File: src/rtl/multicycle_control.sv
// Multicycle CPU control unit: a registered-state FSM whose datapath strobes
// are decoded combinationally from the state, the latched opcode and mem_ready.
module multicycle_control (
    input  logic       clk,
    input  logic       rst,
    input  logic [5:0] opcode,
    input  logic       mem_ready,
    output logic       PCWrite,
    output logic       PCWriteCond,
    output logic       IorD,
    output logic       MemRead,
    output logic       MemWrite,
    output logic       IRWrite,
    output logic       MemtoReg,
    output logic       RegWrite,
    output logic       RegDst,
    output logic       ALUSrcA,
    output logic [1:0] ALUSrcB,
    output logic [1:0] PCSource,
    output logic [2:0] ALUOp,
    output logic       ExtSel,
    output logic       illegal,
    output logic [3:0] state
);

    typedef enum logic [3:0] {
        S_FETCH  = 4'd0,
        S_DECODE = 4'd1,
        S_MEMADR = 4'd2,
        S_MEMRD  = 4'd3,
        S_MEMWB  = 4'd4,
        S_MEMWR  = 4'd5,
        S_EXEC   = 4'd6,
        S_ALUWB  = 4'd7,
        S_BRANCH = 4'd8,
        S_JUMP   = 4'd9,
        S_IEXEC  = 4'd10,
        S_IMMWB  = 4'd11
    } state_e;

    localparam logic [5:0] OP_R    = 6'b000000;
    localparam logic [5:0] OP_LW   = 6'b100011;
    localparam logic [5:0] OP_SW   = 6'b101011;
    localparam logic [5:0] OP_BEQ  = 6'b000100;
    localparam logic [5:0] OP_J    = 6'b000010;
    localparam logic [5:0] OP_ADDI = 6'b001000;
    localparam logic [5:0] OP_ANDI = 6'b001100;
    localparam logic [5:0] OP_ORI  = 6'b001101;

    localparam logic [2:0] ALU_ADD   = 3'b000;
    localparam logic [2:0] ALU_SUB   = 3'b001;
    localparam logic [2:0] ALU_FUNCT = 3'b010;
    localparam logic [2:0] ALU_AND   = 3'b011;
    localparam logic [2:0] ALU_OR    = 3'b100;

    state_e     state_q, state_d;
    logic [5:0] opcode_q, opcode_d;

    // NOTE: sequential state uses non-blocking assignments so every register
    // samples its pre-edge inputs, regardless of statement order.
    always_ff @(posedge clk or posedge rst) begin
        if (rst) begin
            state_q  <= S_FETCH;
            opcode_q <= '0;
        end else begin
            state_q  <= state_d;
            opcode_q <= opcode_d;
        end
    end

    assign state = state_q;

    // NOTE: every output gets a default before the case so no path can leave
    // a signal unassigned and infer a latch.
    always_comb begin
        state_d     = state_q;
        opcode_d    = opcode_q;
        PCWrite     = 1'b0;
        PCWriteCond = 1'b0;
        IorD        = 1'b0;
        MemRead     = 1'b0;
        MemWrite    = 1'b0;
        IRWrite     = 1'b0;
        MemtoReg    = 1'b0;
        RegWrite    = 1'b0;
        RegDst      = 1'b0;
        ALUSrcA     = 1'b0;
        ALUSrcB     = 2'b00;
        PCSource    = 2'b00;
        ALUOp       = ALU_ADD;
        ExtSel      = 1'b0;
        illegal     = 1'b0;

        case (state_q)
            S_FETCH: begin
                MemRead = 1'b1;
                ALUSrcB = 2'b01;
                // Reset holds FETCH decode but must not load IR or PC.
                IRWrite = mem_ready && !rst;
                PCWrite = mem_ready && !rst;
                if (mem_ready) state_d = S_DECODE;
            end
            S_DECODE: begin
                ALUSrcB  = 2'b11;
                ExtSel   = 1'b1;
                opcode_d = opcode;
                case (opcode)
                    OP_LW, OP_SW:              state_d = S_MEMADR;
                    OP_R:                      state_d = S_EXEC;
                    OP_BEQ:                    state_d = S_BRANCH;
                    OP_J:                      state_d = S_JUMP;
                    OP_ADDI, OP_ANDI, OP_ORI:  state_d = S_IEXEC;
                    default: begin
                        state_d = S_FETCH;
                        illegal = 1'b1;
                    end
                endcase
            end
            S_MEMADR: begin
                ALUSrcA = 1'b1;
                ALUSrcB = 2'b10;
                ExtSel  = 1'b1;
                state_d = (opcode_q == OP_LW) ? S_MEMRD : S_MEMWR;
            end
            S_MEMRD: begin
                MemRead = 1'b1;
                IorD    = 1'b1;
                if (mem_ready) state_d = S_MEMWB;
            end
            S_MEMWB: begin
                RegWrite = 1'b1;
                MemtoReg = 1'b1;
                state_d  = S_FETCH;
            end
            S_MEMWR: begin
                MemWrite = 1'b1;
                IorD     = 1'b1;
                if (mem_ready) state_d = S_FETCH;
            end
            S_EXEC: begin
                ALUSrcA = 1'b1;
                ALUOp   = ALU_FUNCT;
                state_d = S_ALUWB;
            end
            S_ALUWB: begin
                RegWrite = 1'b1;
                RegDst   = 1'b1;
                state_d  = S_FETCH;
            end
            S_BRANCH: begin
                ALUSrcA     = 1'b1;
                ALUOp       = ALU_SUB;
                PCWriteCond = 1'b1;
                PCSource    = 2'b01;
                state_d     = S_FETCH;
            end
            S_JUMP: begin
                PCWrite  = 1'b1;
                PCSource = 2'b10;
                state_d  = S_FETCH;
            end
            S_IEXEC: begin
                ALUSrcA = 1'b1;
                ALUSrcB = 2'b10;
                ExtSel  = (opcode_q == OP_ADDI);
                if (opcode_q == OP_ANDI)     ALUOp = ALU_AND;
                else if (opcode_q == OP_ORI) ALUOp = ALU_OR;
                state_d = S_IMMWB;
            end
            S_IMMWB: begin
                RegWrite = 1'b1;
                ExtSel   = (opcode_q == OP_ADDI);
                state_d  = S_FETCH;
            end
            default: state_d = S_FETCH;
        endcase
    end

endmodule

File: config.mk
export PLATFORM = sky130hd
export DESIGN_NAME = multicycle_control
export DESIGN_NICKNAME = d
export VERILOG_FILES = /design/src/rtl/multicycle_control.sv
export SDC_FILE = /design/constraint.sdc
export NUM_CORES = 1
export LEC_CHECK = 0
export CORE_MARGIN = 2
export CORE_UTILIZATION = 35
export DETAILED_ROUTE_END_ITERATION = 12
export GPL_ROUTABILITY_DRIVEN = 0
export GPL_TIMING_DRIVEN = 0
export PLACE_DENSITY = 0.66
export SLEW_MARGIN = 10
export SYNTH_ARGS = -nofsm -noshare
export SYNTH_HDL_FRONTEND = slang
export SYNTH_SLANG_ARGS = --single-unit
File: constraint.sdc
create_clock -name clk -period 2.2 [get_ports clk]
set_input_delay 0.44 -clock clk [delete_from_list [all_inputs] [get_ports clk]]
set_output_delay 0.44 -clock clk [all_outputs]
set_load 0.05 [all_outputs]
==> impl_metrics.py <==
metrics = {
    "synthesis": {
        "async_reset_ff_frac": 1.00,
        "yosysUniqueCellTypes": 33,
        "synth.net_count": 115,
        "postSynthAreaPerCell_um2": 7.81,
        "synth_area_um2": 828,
        "ys.warnings.count": 0,
        "syn_inst": 106,
        "yosysSeqAreaShare": 0.302,
        "synth_edf_count": 0,
        "synthFlopType": "dfrtp_1",
        "synth_seq_cells": 10,
    },
    "placed_design": {
        "hpwl_um": 1770,
        "portBuffers": 31,
    },
    "power_and_ir_drop": {
        "clkPwrFrac": 0.145,
        "switching_share": 0.446,
        "power.switching_uw": 399,
        "intPower_uw": 497,
        "p_leak_nw": 0.572,
        "comb_power_share": 0.548,
        "ir_drop_v": 0.000505,
        "seqPwrFrac": 0.307,
        "power_density_nw_per_um2": 627,
    },
    "critical_path": {
        "ff2ff_path_depth": 5,
        "critPathSlowestCell": "or4b_4",
        "startpoint_type": "register",
        "critPathMaxStageDelay_ps": 570,
        "endpoint_kind": "output pin",
        "path_cells": "or4b_4, or4_4, a21oi_4, buf_6",
        "r2r-start": "state[1]$_DFFE_PP0P_",
        "cp.arrival_ps": 1950,
        "crit_family": "simple AND/OR/NAND/NOR gates",
        "timing.rr.end": "opcode_q[4]$_DFFE_PP0P_",
        "critical_path_class": "reg -> out",
        "cp_max_fo": 3,
        "ff2ff_setup_slack_ps": 540,
        "cp_data_required_time_ps": 1760,
        "path_buf_inv": 1,
    },
    "cells_and_area": {
        "drive_gt1_frac": 0.486,
        "final_cell_mix": "12 x buf_2, 11 x buf_4, 7 x nand2_1",
        "final_core_util": 0.640,
        "multiInputGateArea_um2": 702,
        "antenna_cells": 0,
        "syn_to_final_growth_pct": 72.5,
        "area.sequential_um2": 255,
        "final_common_cell": "buf_2",
        "nets": 158,
        "fillers": 207,
    },
    "route": {
        "via_per_inst": 5.48,
        "first_pass_iters": 4,
        "vias": 964,
        "drc": 0,
        "wl_per_cell_um": 14.9,
        "antenna_left": 0,
        "wl_um": 2630,
        "drt_first_iter_violations": 21,
    },
    "global_route": {
        "grt_pass1_vias": 887,
        "grt_overflow": 0,
        "grt_pass1_wl_um": 4210,
        "antenna_found_initial": 0,
        "grt_max_degree": 11,
        "grtUsageTotal": 0.206,
    },
    "timing": {
        "maxSlewViolCount": 0,
        "setup_viol": 3,
        "tightest_slew_ps": 490,
        "fin_ws_ps": -193,
        "maxSlewHeadroom": 0.672,
        "max_freq_mhz": 418,
        "hold_ws_ps": 474,
        "finalCritPeriodShare": 1.09,
        "fin_skew_ps": 12.0,
        "hold_violations": 0,
        "rsz0062_at_grt": "yes",
        "finalCriticalPeriod_ps": 2390,
    },
    "clock_tree": {
        "cts_root_buf": "clkbuf_4",
        "path_clk_slew_ps": 70,
        "cts_sinks": 10,
        "clkLatencyLatePin_ps": 270,
        "cts_tree": "done",
        "cts_inserted_buffers": 3,
        "clockBufferDepth": 2,
        "h-tree-depth": 1,
    },
    "run": {
        "max_cap_violations": 0,
    },
    "outcome": {
        "outcome": "complete, but fails checks",
        "violations": "negative setup slack",
    },
    "floorplanning": {
        "die-area_um2": 2770,
        "die_w_um": 52.6,
        "dieHeight_um": 52.6,
        "io_pins": 32,
        "rows": 17,
        "coreArea_um2": 2230,
        "start_util": 0.371,
    },
    "worst_hold_path": {
        "hp-class": "in -> async",
    },
}
## metal layers
layer	vias up	part of all wire	track usage
met1	462	0.46	0.286
met2	25	0.49	0.325
li1	475	-	-
met3	2	0.050	0.0571
met5	-	0	0
met4	0	0.0030	0.0256
## power by group through the flow
stage | combinational, mW | sequential [mW] | clock (mW)
global placement | 0.426 | 0.272 | 0
detailed placement | 0.430 | 0.276 | 0
global route | 0.528 | 0.283 | 0.146
CTS | 0.470 | 0.273 | 0.133
finish | 0.491 | 0.275 | 0.130
floorplan | 0.295 | 0.282 | 0
## layout make-up
type | count | area share
Sequential cell | 10 | 0.179
Multi-Input combinational cell | 83 | 0.491
Timing Repair Buffer | 40 | 0.232
Clock buffer | 4 | 0.0184
Tap cell | 28 | 0.0245
Buffer | 8 | 0.0473
Inverter | 3 | 0.00788
## through the flow
stage / setup WS [ps] / instances / setup TNS [ps] / area [um2] / power, mW
4_1_cts: -196 / 175 / -477 / 1410 / 0.876
5_1_grt: -250 / 176 / -660 / 1430 / 0.956
3_5_place_dp: -786 / 165 / -6870 / 1330 / 0.707
6_report: -193 / 176 / -476 / 1430 / 0.896
3_3_place_gp: -757 / 165 / -6610 / 1330 / 0.698
2_1_floorplan: -161 / 106 / -429 / 981 / 0.577
## state kept, by name, summed over array words and instances (netlist names)
name      flops
opcode_q      6
state         4
## synthesized netlist by cell type (3+ instances only)
cell / instances / share of area
nand2b_1: 8 / 0.060
o21a_1: 4 / 0.036
clkbuf_1: 7 / 0.032
nor2_1: 11 / 0.050
nand2_1: 7 / 0.032
a21oi_1: 7 / 0.042
or4_1: 3 / 0.027
o21ai_1: 3 / 0.018
nand3_1: 3 / 0.018
nor3_1: 8 / 0.048
mux2_1: 5 / 0.068
dfrtp_1: 10 / 0.30
## timing repair
item | in CTS | in global routing
buffers inserted | 7 | 2
pin swaps | 4 | 5
hold buffers | 0 | 0
endpoints found under the setup margin | 19 | 15
resized for setup | 109 | 19
## kinds of logic after synthesis
| logic type | share of synthesized area |
|---|---|
| AO/OA/AOI/OAI | 0.215 |
| XOR/XNOR | 0.0106 |
| buffers and inverters | 0.0665 |
| flip-flops | 0.302 |
| multiplexers | 0.0680 |
| AND/OR/NAND/NOR | 0.338 |
## worst max path at each step
stage / startpoint / endpoint / depth (start not counted)
3_3_place_gp: opcode[0] / illegal / 6
6_report: opcode_q[5]$_DFFE_PP0P_ / ALUOp[1] / 4
3_5_place_dp: opcode[0] / illegal / 6
2_1_floorplan: opcode_q[1]$_DFFE_PP0P_ / ALUOp[0] / 4
5_1_grt: opcode_q[5]$_DFFE_PP0P_ / ALUOp[1] / 4
4_1_cts: opcode_q[4]$_DFFE_PP0P_ / ALUOp[1] / 4
Power figures use the tool's default switching activity.
